<file path="src/rtl/hsv_core_pkg.sv">
// Shared types for the hsv_core flush control plane: word type, flush FSM
// states and the debug snapshot exported by the flush responder.
package hsv_core_pkg;

  typedef logic [31:0] word;

  typedef enum logic [1:0] {
    IDLE     = 2'd0,
    DRAIN    = 2'd1,
    REDIRECT = 2'd2,
    ACK      = 2'd3
  } flush_state_t;

  // Count is zero-extended to a fixed width so the struct does not depend
  // on the MaxOutstanding parameter of any particular instance.
  typedef struct packed {
    flush_state_t state;
    logic [7:0]   count;
    logic         full;
    logic         empty;
  } flush_dbg_t;

endpackage

</file>
<file path="src/rtl/hsv_core_flush_inflight_counter.sv">
// Saturating up/down counter of in-flight fetch memory requests.
// count_nxt_o is the fire-based next value, before any clear.
module hsv_core_flush_inflight_counter #(
  parameter int MaxOutstanding = 4
) (
  input  logic                                clk_i,
  input  logic                                rst_i,
  input  logic                                clear_i,
  input  logic                                inc_i,
  input  logic                                dec_i,
  output logic [$clog2(MaxOutstanding+1)-1:0] count_o,
  output logic [$clog2(MaxOutstanding+1)-1:0] count_nxt_o,
  output logic                                full_o,
  output logic                                empty_o
);

  localparam int CountW = $clog2(MaxOutstanding + 1);
  localparam logic [CountW-1:0] MaxCount = CountW'(MaxOutstanding);

  logic [CountW-1:0] count_q;
  logic [CountW-1:0] count_d;

  assign full_o  = (count_q == MaxCount);
  assign empty_o = (count_q == '0);

  // Simultaneous inc and dec cancel; each alone saturates at its bound.
  always_comb begin
    count_nxt_o = count_q;
    if (inc_i && !dec_i && !full_o) begin
      count_nxt_o = count_q + 1'b1;
    end else if (dec_i && !inc_i && !empty_o) begin
      count_nxt_o = count_q - 1'b1;
    end
  end

  assign count_d = clear_i ? '0 : count_nxt_o;

  always_ff @(posedge clk_i or posedge rst_i) begin
    if (rst_i) begin
      count_q <= '0;
    end else begin
      count_q <= count_d;
    end
  end

  assign count_o = count_q;

endmodule

</file>
<file path="src/rtl/hsv_core_flush_responder.sv">
// Responder side of the core flush four-phase handshake: flush, drain, redirect, ack.
// Optional drain watchdog enabled by defining HSV_CORE_FLUSH_TIMEOUT_EN.
module hsv_core_flush_responder
  import hsv_core_pkg::*;
#(
  parameter int NumStages      = 4,
  parameter int MaxOutstanding = 4,
  parameter int TimeoutCycles  = 1024
) (
  input  logic                 clk_core,
  input  logic                 rst_core,
  input  logic                 flush_req,
  input  word                  flush_target,
  output logic                 flush_ack,
  output logic                 stage_flush,
  input  logic [NumStages-1:0] stage_idle,
  input  logic                 fetch_req_fire,
  input  logic                 fetch_rsp_fire,
  output logic                 fetch_halt,
  output logic                 redirect_valid,
  output word                  redirect_pc,
  input  logic                 redirect_ready,
  output logic                 drain_timeout,
  output flush_dbg_t           dbg_o
);

  localparam int CountW = $clog2(MaxOutstanding + 1);

  flush_state_t      state_q, state_d;
  word               redirect_pc_q, redirect_pc_d;
  logic [CountW-1:0] cnt_q, cnt_nxt;
  logic              cnt_full, cnt_empty, cnt_clear;
  logic              drain_done, timer_expired;

  hsv_core_flush_inflight_counter #(
    .MaxOutstanding(MaxOutstanding)
  ) u_inflight (
    .clk_i      (clk_core),
    .rst_i      (rst_core),
    .clear_i    (cnt_clear),
    .inc_i      (fetch_req_fire),
    .dec_i      (fetch_rsp_fire),
    .count_o    (cnt_q),
    .count_nxt_o(cnt_nxt),
    .full_o     (cnt_full),
    .empty_o    (cnt_empty)
  );

  // Exit decision looks at the count after this cycle's fires.
  assign drain_done = (&stage_idle) && (cnt_nxt == '0);
  assign cnt_clear  = timer_expired;

`ifdef HSV_CORE_FLUSH_TIMEOUT_EN
  localparam int TimerW = $clog2(TimeoutCycles + 1);

  logic [TimerW-1:0] timer_q;
  logic              timeout_q;
  logic              timeout_set;

  assign timer_expired = (state_q == DRAIN) && (timer_q == TimerW'(TimeoutCycles - 1));
  assign timeout_set   = timer_expired && !drain_done;

  always_ff @(posedge clk_core or posedge rst_core) begin
    if (rst_core) begin
      timer_q   <= '0;
      timeout_q <= 1'b0;
    end else begin
      timer_q <= (state_q == DRAIN) ? timer_q + 1'b1 : '0;
      if (timeout_set) begin
        timeout_q <= 1'b1;
      end
    end
  end

  assign drain_timeout = timeout_q;
`else
  assign timer_expired = 1'b0;
  assign drain_timeout = 1'b0;
`endif

  always_comb begin
    state_d       = state_q;
    redirect_pc_d = redirect_pc_q;
    case (state_q)
      IDLE: begin
        if (flush_req) begin
          redirect_pc_d = flush_target;
          state_d       = DRAIN;
        end
      end
      DRAIN: begin
        if (drain_done || timer_expired) begin
          state_d = REDIRECT;
        end
      end
      REDIRECT: begin
        if (redirect_ready) begin
          state_d = ACK;
        end
      end
      ACK: begin
        // A new request needs the low phase first, so a held req stays here.
        if (!flush_req) begin
          state_d = IDLE;
        end
      end
      default: state_d = IDLE;
    endcase
  end

  always_ff @(posedge clk_core or posedge rst_core) begin
    if (rst_core) begin
      state_q       <= IDLE;
      redirect_pc_q <= '0;
    end else begin
      state_q       <= state_d;
      redirect_pc_q <= redirect_pc_d;
    end
  end

  assign stage_flush    = (state_q == DRAIN) || (state_q == REDIRECT);
  assign redirect_valid = (state_q == REDIRECT);
  assign flush_ack      = (state_q == ACK);
  assign fetch_halt     = stage_flush || cnt_full;
  assign redirect_pc    = redirect_pc_q;

  assign dbg_o.state = state_q;
  assign dbg_o.count = 8'(cnt_q);
  assign dbg_o.full  = cnt_full;
  assign dbg_o.empty = cnt_empty;

endmodule

</file>
<file path="config.mk">
export PLATFORM = sky130hd
export DESIGN_NAME = hsv_core_flush_responder
export DESIGN_NICKNAME = d
export VERILOG_FILES = /design/src/rtl/hsv_core_pkg.sv /design/src/rtl/hsv_core_flush_inflight_counter.sv /design/src/rtl/hsv_core_flush_responder.sv
export SDC_FILE = /design/constraint.sdc
export NUM_CORES = 1
export LEC_CHECK = 0
export CORE_MARGIN = 2
export CORE_UTILIZATION = 23
export DETAILED_ROUTE_END_ITERATION = 12
export GPL_TIMING_DRIVEN = 0
export PLACE_DENSITY = 0.6
export SLEW_MARGIN = 20
export SYNTH_ARGS = -nofsm -noshare
export SYNTH_HDL_FRONTEND = slang
export SYNTH_SLANG_ARGS = --single-unit
</file>
<file path="constraint.sdc">
create_clock -name clk_core -period 2.16 [get_ports clk_core]
set_clock_uncertainty 0.1 [all_clocks]
set_input_delay 0.648 -clock clk_core [delete_from_list [all_inputs] [get_ports clk_core]]
set_output_delay 0.648 -clock clk_core [all_outputs]
set_load 0.01 [all_outputs]
</file>
==> results by stage, run 1 <==
Run status:
- The flow ran to the end, but the final reports show violations.
- The final reports fail on setup timing.

Global route:
- Global routing used 10.78% of the available tracks.
- The first global-routing pass estimated 7.320 mm of wire.
- The total overflow reported by the global router is 0.
- Entering global routing, the biggest net connects 21 pins.
- The via count of the first global-routing pass is 1573.
- The number of antenna violations at the first check in global routing is 0.

Timing:
- The routed design could run at a clock period as short as 2.172 ns.
- At the pin with the least slew margin, the transition time is 0.5480 ns.
- Based on the critical path, the design can be clocked at up to 0.4604 GHz.
- The count of final setup violators is 1.
- The final worst setup slack is -0.01201 ns.
- In the final timing run, aggregate negative setup slack is -0.01201 ns.
- The max-slew violation count is 0.
- The number of failing hold endpoints at the final stage came to 0.
- Hold is met by 0.4032 ns.
- The final critical-path share of the clock period is 100.6%.
- The worst slew margin relative to its limit is 63.47%.
- Setup repair after global routing could not meet its margin everywhere.

Synthesis:
- The portion of synthesized area spent on multiplexers is 21.86%.
- Of the total synthesized cell area, the portion taken by XOR and XNOR cells is 0.4905%.
- In this run the cell area of the synthesized design comes to 1785 um^2.
- The synthesized netlist devotes 5.746% of its cell area to compound gates.
- The synthesis warning total is 0.
- The adder-cell area share of the yosys netlist is 4.905%.
- The combinational family with the most area after synthesis is multiplexers.
- In this run, synthesis produced a sequential element count of 37.
- The mean post-synth cell area is 12.66 um^2.
- Sequential cells were found to cover 51.86% of the synthesized design area.
- The post-synthesis simple-gate area fraction is 9.180%.
- Synthesis produced a netlist whose cell count is 141.
- The synthesized netlist contains 36 unique library cells.

Detailed routing:
- The number of remaining DRC errors is 0.
- The first TritonRoute pass finished after 3 iterations.
- In the final routed layout, each cell accounts on average for 12.61 um.
- The initial DRC count is 17.
- The final layout contains routed wiring with a total length of 4.427 mm.
- Detailed routing inserted a total of 1455 vias.
- The count of nets left with antenna violations once routing finished came out at 0.
- Using the TritonRoute via totals, the vias-per-cell ratio works out to 4.145.

Setup path:
- At the worst endpoint, the arrival time is 1.42 ns.
- The startpoint of the most critical setup path is u_inflight.count_o[1].
- The setup path with the least slack is of type flop to output port.
- The endpoint of the most critical register-to-register path is state_q[0].
- In this run the worst path has a maximum fanout of 5.
- The depth of the worst register-to-register path is 8.
- In this run the worst setup path terminates at fetch_halt.
- Across all register-to-register paths, the minimum setup slack is 0.09 ns.
- The endpoint kind of the worst setup timing path is an output port.
- The startpoint of the worst register-to-register path is u_inflight.count_o[1].
- The element type at the critical path start is a flop.
- The worst path required time is 1.41 ns.

Layout:
- The antenna diode count is 0.
- At the end of the flow the core is filled with cells to 40.46%.
- The final net count is 298.
- The share of layout cells above drive strength 1 is 35.34%.
- Leaving out filler cells and counting taps, the final layout contains 351.
- After routing the design area is 3078 um^2.
- The layout overhead on the synthesized area is 72.39%.

Die:
- The number of I/O pins is 91.
- The die covers 8483 um^2.
- The placeable core region is 7607 um^2.
- In this run the horizontal extent of the chip is 92.11 um.
- The die height is 92.11 um.
- Once the floorplan was initialized, standard cells occupied 23.47% of the core.
- The number of standard-cell rows in the floorplan is 32.

Clocking:
- After clock tree synthesis, the clock-pin slew on the worst setup and hold paths is 0.07 ns.
- The number of buffers inserted during clock tree synthesis is 5.
- The TritonCTS clock tree is built.
- After clock tree synthesis, the flow added hold-fix buffers numbering 0.
- The tree built by TritonCTS fans out to 37 sinks.
- The number of H-tree levels is 2.
- The longest clock path from root to sink contains 2 buffers.
- The master cell of the clock root buffer is clkbuf_8.
- The clock latency of the later-clocked register in the worst-skew pair is 0.28 ns.

Pwr:
- The power density relative to cell area is 1411 nW/um^2.
- The worst voltage drop across the vdd grid is 0.0005235 V.
- The analysis attributes to cell leakage a power of 1.326 nW.

Placed design:
- Summed over all nets, the half-perimeter wirelength after detailed placement is 3.167 mm.
- The number of buffers inserted by port buffering is 84.
- The global placer's final weighted congestion is 0.7591.
- Once placement completed, the tool counted placed cells totaling 333.
- Once placement finished, the instance area stood at 2800 um^2.

Flow run:
- The number of max-cap violations is 0.

Hold path:
- The worst min-delay path class is flop to flop.
## cells in the final DEF, fill, tap and decap left out, drive strengths merged, types with 2 or more instances in the layout
cell / n
o22ai: 2
a211oi: 2
mux2i: 3
mux2: 32
and3b: 2
buf: 25
clkbuf: 8
o21ai: 3
and2: 2
conb: 6
inv: 7
nand2: 5
dfrtp: 37
nor3b: 2
dlygate4sd2: 3
nor2: 5
nand3: 2
nand4: 2
ha: 7
clkdlybuf4s50: 76
## stage by stage
stage          setup slack, ns  total power [mW]
3_5_place_dp           -0.5742             3.441
3_3_place_gp           -0.5349             3.400
4_1_cts               0.007285             4.327
6_report              -0.01201             4.343
2_1_floorplan          0.06738             2.326
5_1_grt               -0.07149             4.647
## worst min-delay path by stage
| stage | start | end | slack [ns] | cells after the start |
|---|---|---|---|---|
| final | redirect_pc[21] | redirect_pc[21] | 0.40 | 1 |
| after global routing | redirect_pc[27] | redirect_pc[27] | 0.42 | 1 |
| after CTS | redirect_pc[21] | redirect_pc[21] | 0.41 | 1 |
| after floorplan | redirect_pc[8] | redirect_pc[8] | 0.45 | 1 |
| after global placement | redirect_pc[28] | redirect_pc[28] | 0.39 | 1 |
| after detailed placement | redirect_pc[21] | redirect_pc[21] | 0.39 | 1 |
## power by group
group | internal, mW | switching, mW
Sequential | 1.06 | 0.198
Clock | 0.336 | 0.241
Combinational | 1.54 | 0.968
## state kept, by name, summed over array words and instances, names as in the netlist
name,count
redirect_pc,32
state_q,2
u_inflight.count_o,3
## Yosys cell counts, drive strengths merged
master / number / area, um^2
nor2b: 1 / 6.260
or4: 1 / 7.510
o22ai: 2 / 18.77
nand2b: 1 / 6.260
ha: 7 / 87.58
a31oi: 1 / 6.260
a311oi: 1 / 15.01
xnor2: 1 / 8.760
o31ai: 1 / 7.510
nand4: 2 / 12.51
buf: 12 / 76.32
and3: 1 / 6.260
nor3b: 2 / 15.01
a21bo: 1 / 10.01
mux2: 32 / 360.4
or3b: 1 / 8.760
nor3: 1 / 5.000
and3b: 2 / 17.52
o211ai: 1 / 7.510
and4bb: 1 / 12.51
nand3: 2 / 10.01
conb: 1 / 3.750
dfrtp: 37 / 925.9
a211oi: 2 / 15.01
or2: 1 / 6.260
nand2: 5 / 18.77
and2: 2 / 12.51
o21bai: 1 / 7.510
nor2: 5 / 18.77
inv: 7 / 26.28
o21ai: 3 / 15.01
mux2i: 3 / 30.03
## what timing repair did
action                     CTS  global route
pin swaps                    2             5
setup endpoints to repair    8            17
resized for setup           35            13
setup buffers               11             0
## final cells by class
class,count,area [um^2]
fill,756,4529
timing repair buffer,96,947.2
sequential,37,928.4
multi-input combinational,90,859.6
tap,102,127.6
buffer,12,85.08
clock buffer,5,68.82
clock inverter,2,35.03
inverter,7,26.28
## kinds of logic (layout without fill, tap and decap cells)
group,Yosys count,in the layout
flip-flops,37,37
other,1,6
AO/OA/AOI/OAI,13,13
XOR/XNOR,1,1
adder cells (fa/ha/maj),7,7
buffers and inverters,19,122
AND/OR/NAND/NOR,28,28
multiplexers,35,35
## routing by layer
layer  up-vias  wire [um]  track usage [%]  share of wire, %
met3        11        184            2.383               4.2
met2        48       2377            19.42                54
li1        691          -                -                 -
met5         -          0                0                 0
met1       705       1745            12.00                39
met4         0        120            5.100               2.7
## worst max-delay path: stages, from the launching register on
cell,delay (ns)
dfrtp_1,0.40
inv_2,0.07
ha_4,0.17
and2_4,0.16
or2_4,0.22
buf_6,0.12
Power figures use the tool's default switching activity.
==> run 2: changes to the inputs <==
--- a/config.mk
+++ b/config.mk
@@ -6,10 +6,10 @@
 export NUM_CORES = 1
 export LEC_CHECK = 0
 export CORE_MARGIN = 2
-export CORE_UTILIZATION = 23
+export CORE_UTILIZATION = 36
 export DETAILED_ROUTE_END_ITERATION = 12
 export GPL_TIMING_DRIVEN = 0
-export PLACE_DENSITY = 0.6
+export PLACE_DENSITY = 0.83
 export SLEW_MARGIN = 20
 export SYNTH_ARGS = -nofsm -noshare
 export SYNTH_HDL_FRONTEND = slang
==> constraint.sdc (replaced) <==
create_clock -name clk_core -period 1.8 [get_ports clk_core]
set_clock_uncertainty 0.1 [all_clocks]
set_input_delay 0.54 -clock clk_core [delete_from_list [all_inputs] [get_ports clk_core]]
set_output_delay 0.54 -clock clk_core [all_outputs]
set_load 0.01 [all_outputs]
==> results by stage, run 2 (synthesized netlist as in run 1, its figures left out) <==
Layout:
- The number of fill cells in the layout is 379 (was 756).
- The final net count was 304 (was 298).
- The layout overhead on the synthesized area was 74.70% (was 72.39%).
- The number of non-filler instances in the completed layout is 322 (was 351).
- The post-route standard cell area excluding fillers is 3119 um^2 (was 3078 um^2).
- The most frequent standard cell in the layout excluding fill and tap cells is clkdlybuf4s50_1 (unchanged).
- The antenna diode count is 0 (unchanged).
- The share of layout cells above drive strength 1 is 40.78% (was 35.34%).
- Most frequent cells in the layout: clkdlybuf4s50_1, dfrtp_1, mux2_2 (unchanged).
- The number of flip-flops in the largest register is 32 (unchanged).
- The utilization of the core after routing came to 65.61% (was 40.46%).

Timing:
- Timing would allow up to 0.4882 GHz.
- After layout, the minimum clock period comes to 2.049 ns.
- The max-slew violation count is 0 (unchanged).
- The number of failing hold endpoints at the final stage is 0 (unchanged).
- Unrepaired setup endpoints after global routing: yes (unchanged).
- The final worst setup slack is -0.2485 ns (was -0.01201 ns).
- The worst hold-check slack is 0.3981 ns (was 0.4032 ns).
- The sum of negative setup slack is -0.9610 ns (was -0.01201 ns).
- The worst slew margin relative to its limit was 49.30% (was 63.47%).
- The pin slew with the least headroom to its limit was 0.7594 ns (was 0.5480 ns).
- The final critical path takes up 113.8% of the cycle.
- The count of final setup violators is 5 (was 1).

Die:
- The total die area is 5539 um^2 (was 8483 um^2).
- The placeable core region is 4755 um^2 (was 7607 um^2).
- The die height is 74.43 um (was 92.11 um).
- The initial standard-cell utilization of the core is 37.55% (was 23.47%).
- The number of standard-cell rows in the floorplan is 25 (was 32).
- The die extent in x is 74.43 um (was 92.11 um).
- The number of I/O pins is 91 (unchanged).

Setup path:
- The startpoint of the worst register-to-register path is u_inflight.count_o[1] (unchanged).
- The endpoint of the most critical register-to-register path is state_q[0] (unchanged).
- List of cells traversed by the critical path: inv_2 -> ha_4 -> and2_4 -> or2_4 -> buf_6 (unchanged).
- The highest cell delay on the worst timing path is 0.39 ns (was 0.40 ns).
- The slowest library cell on the worst path is dfrtp_2 (was dfrtp_1).
- The critical path buffer and inverter count is 2 (unchanged).
- The element type at the critical path start is a flop (unchanged).
- The depth of the worst register-to-register path is 9 (was 8).
- The path length in cells of the critical path is 5 (unchanged).
- The register-to-register setup slack came to -0.23 ns (was 0.09 ns).
- The arrival time of data at the critical path endpoint is 1.41 ns (was 1.42 ns).
- The highest fanout seen on the critical path came to 4 (was 5).
- The startpoint-to-endpoint class of the critical path is flop to output port (unchanged).
- The endpoint kind of the worst setup timing path is an output port (unchanged).
- The kind of cell with the highest combined delay on the critical path is flip-flops (unchanged).
- The worst path required time is 1.16 ns (was 1.41 ns).

Clocking:
- The clock net sink count is 37 (unchanged).
- The clock tree buffer depth was 2 (unchanged).
- The count of hold-fix buffers inserted at cts came to 0 (unchanged).
- The clock latency of the later-clocked register in the worst-skew pair is 0.29 ns (was 0.28 ns).
- The clock transition at the registers of the reported paths is 0.07 ns (about the same).
- The TritonCTS clock tree is built (unchanged).
- The number of H-tree levels was 2 (unchanged).
- The master cell of the clock root buffer is clkbuf_8 (unchanged).
- The number of buffers inserted during clock tree synthesis is 5 (unchanged).

Pwr:
- The leakage component of the power is 1.442 nW (was 1.326 nW).
- The worst voltage drop across the vdd grid is 0.0006288 V (was 0.0005235 V).
- The combinational group share of total power was 59.8% (was 57.8%).
- The net switching fraction of the power was 34.95% (was 32.41%).
- The overall power after layout is 5.162 mW (was 4.343 mW).
- The total net switching power came to 1.804 mW (was 1.407 mW).
- The share of total power in sequential cells is 29.0% (was 28.9%).
- The internal power consumption came to 3.358 mW (was 2.935 mW).
- The power density relative to cell area is 1655 nW/um^2 (was 1411 nW/um^2).
- The share of total power in the clock network is 11.3% (was 13.3%).

Placed design:
- The number of buffers inserted by port buffering is 84 (unchanged).
- The post-DP HPWL is 3.274 mm (was 3.167 mm).
- The instance count after placement with tap cells included was 297 (was 333).
- The global placer's final weighted congestion was 0.7344 (was 0.7591).
- The post-place instance area is 2778 um^2 (was 2800 um^2).
- The worst-case setup slack after placement came to -0.7704 ns (was -0.5742 ns).

Detailed routing:
- The total routed wirelength was 4.830 mm (was 4.427 mm).
- The average wire per standard cell is 15.00 um (was 12.61 um).
- The number of remaining DRC errors is 0 (unchanged).
- The number of iterations in the first detailed-routing pass is 3 (unchanged).
- The remaining antenna violation count after routing is 0 (unchanged).
- The via count is 1490 (was 1455).
- The number of vias per cell after detailed routing is 4.627 (was 4.145).
- The initial DRC count is 55 (was 17).

Run status:
- Failing checks: setup timing (unchanged).
- Status: finished, violations left (unchanged).

Global route:
- The routing layer with the top usage in global route is met2 (unchanged).
- The total overflow reported by the global router is 0 (unchanged).
- The via count of the first global-routing pass is 1449 (was 1573).
- The global-route total usage across every layer is 16.95% (was 10.78%).
- The met2 global-route usage is 30.48% (was 19.42%).
- The number of antenna violations at the first check in global routing came to 0 (unchanged).
- The met1 usage in global routing is 18.67% (was 12.00%).
- The first-pass GRT wire length came to 6.893 mm (was 7.320 mm).
- The largest net degree at the start of global routing came to 38 (was 21).
- The met3 track demand over resource in global routing is 4.743% (was 2.383%).

Hold path:
- The worst min-delay path class is flop to flop (unchanged).
- The endpoint of the worst hold path is redirect_pc[24] (was redirect_pc[21]).
- The startpoint of the tightest hold check path is redirect_pc[24] (was redirect_pc[21]).
- The instance count along the most critical hold path was 1 (unchanged).

Flow run:
- The number of max-cap violations came to 0 (unchanged).
run 2: worst max path at each step:
stage	slack, ns	from	to
global placement	-0.67	fetch_req_fire	state_q[0]
CTS	-0.23	u_inflight.count_o[1]	fetch_halt
finish	-0.25	u_inflight.count_o[1]	fetch_halt
floorplan	-0.11	u_inflight.count_o[0]	state_q[0]
global route	-0.29	u_inflight.count_o[1]	state_q[1]
detailed placement	-0.77	fetch_rsp_fire	state_q[1]
run 2: what timing repair did:
| item | CTS | global route |
|---|---|---|
| resized for setup | 85 | 21 |
| pin swaps | 6 | 7 |
| buffers inserted | 15 | 3 |
| gates cloned | 0 | 0 |
| setup endpoints to repair | 70 | 17 |
run 2: layout make-up:
class | instances | area, um^2 | share of cell area, %
clock buffer | 7 | 86.33 | 2.768
timing repair buffer | 102 | 975.9 | 31.29
sequential | 37 | 930.9 | 29.84
inverter | 7 | 28.78 | 0.9226
multi-input combinational | 90 | 917.1 | 29.40
buffer | 12 | 96.34 | 3.089
tap | 67 | 83.83 | 2.688
run 2: power by group through the flow:
stage               Sequential, mW  Clock, mW  Combinational, mW
floorplan                     1.74          0               1.15
global placement              1.53          0               2.63
detailed placement            1.55          0               2.69
CTS                           1.49      0.595               2.92
global route                  1.54      0.638               3.32
finish                        1.50      0.581               3.09
run 2: routing by layer:
metal  vias up  wire [um]
met3         7        366
met2        64       2506
met5         -          0
met1       714       1881
li1        705          -
met4         0         75
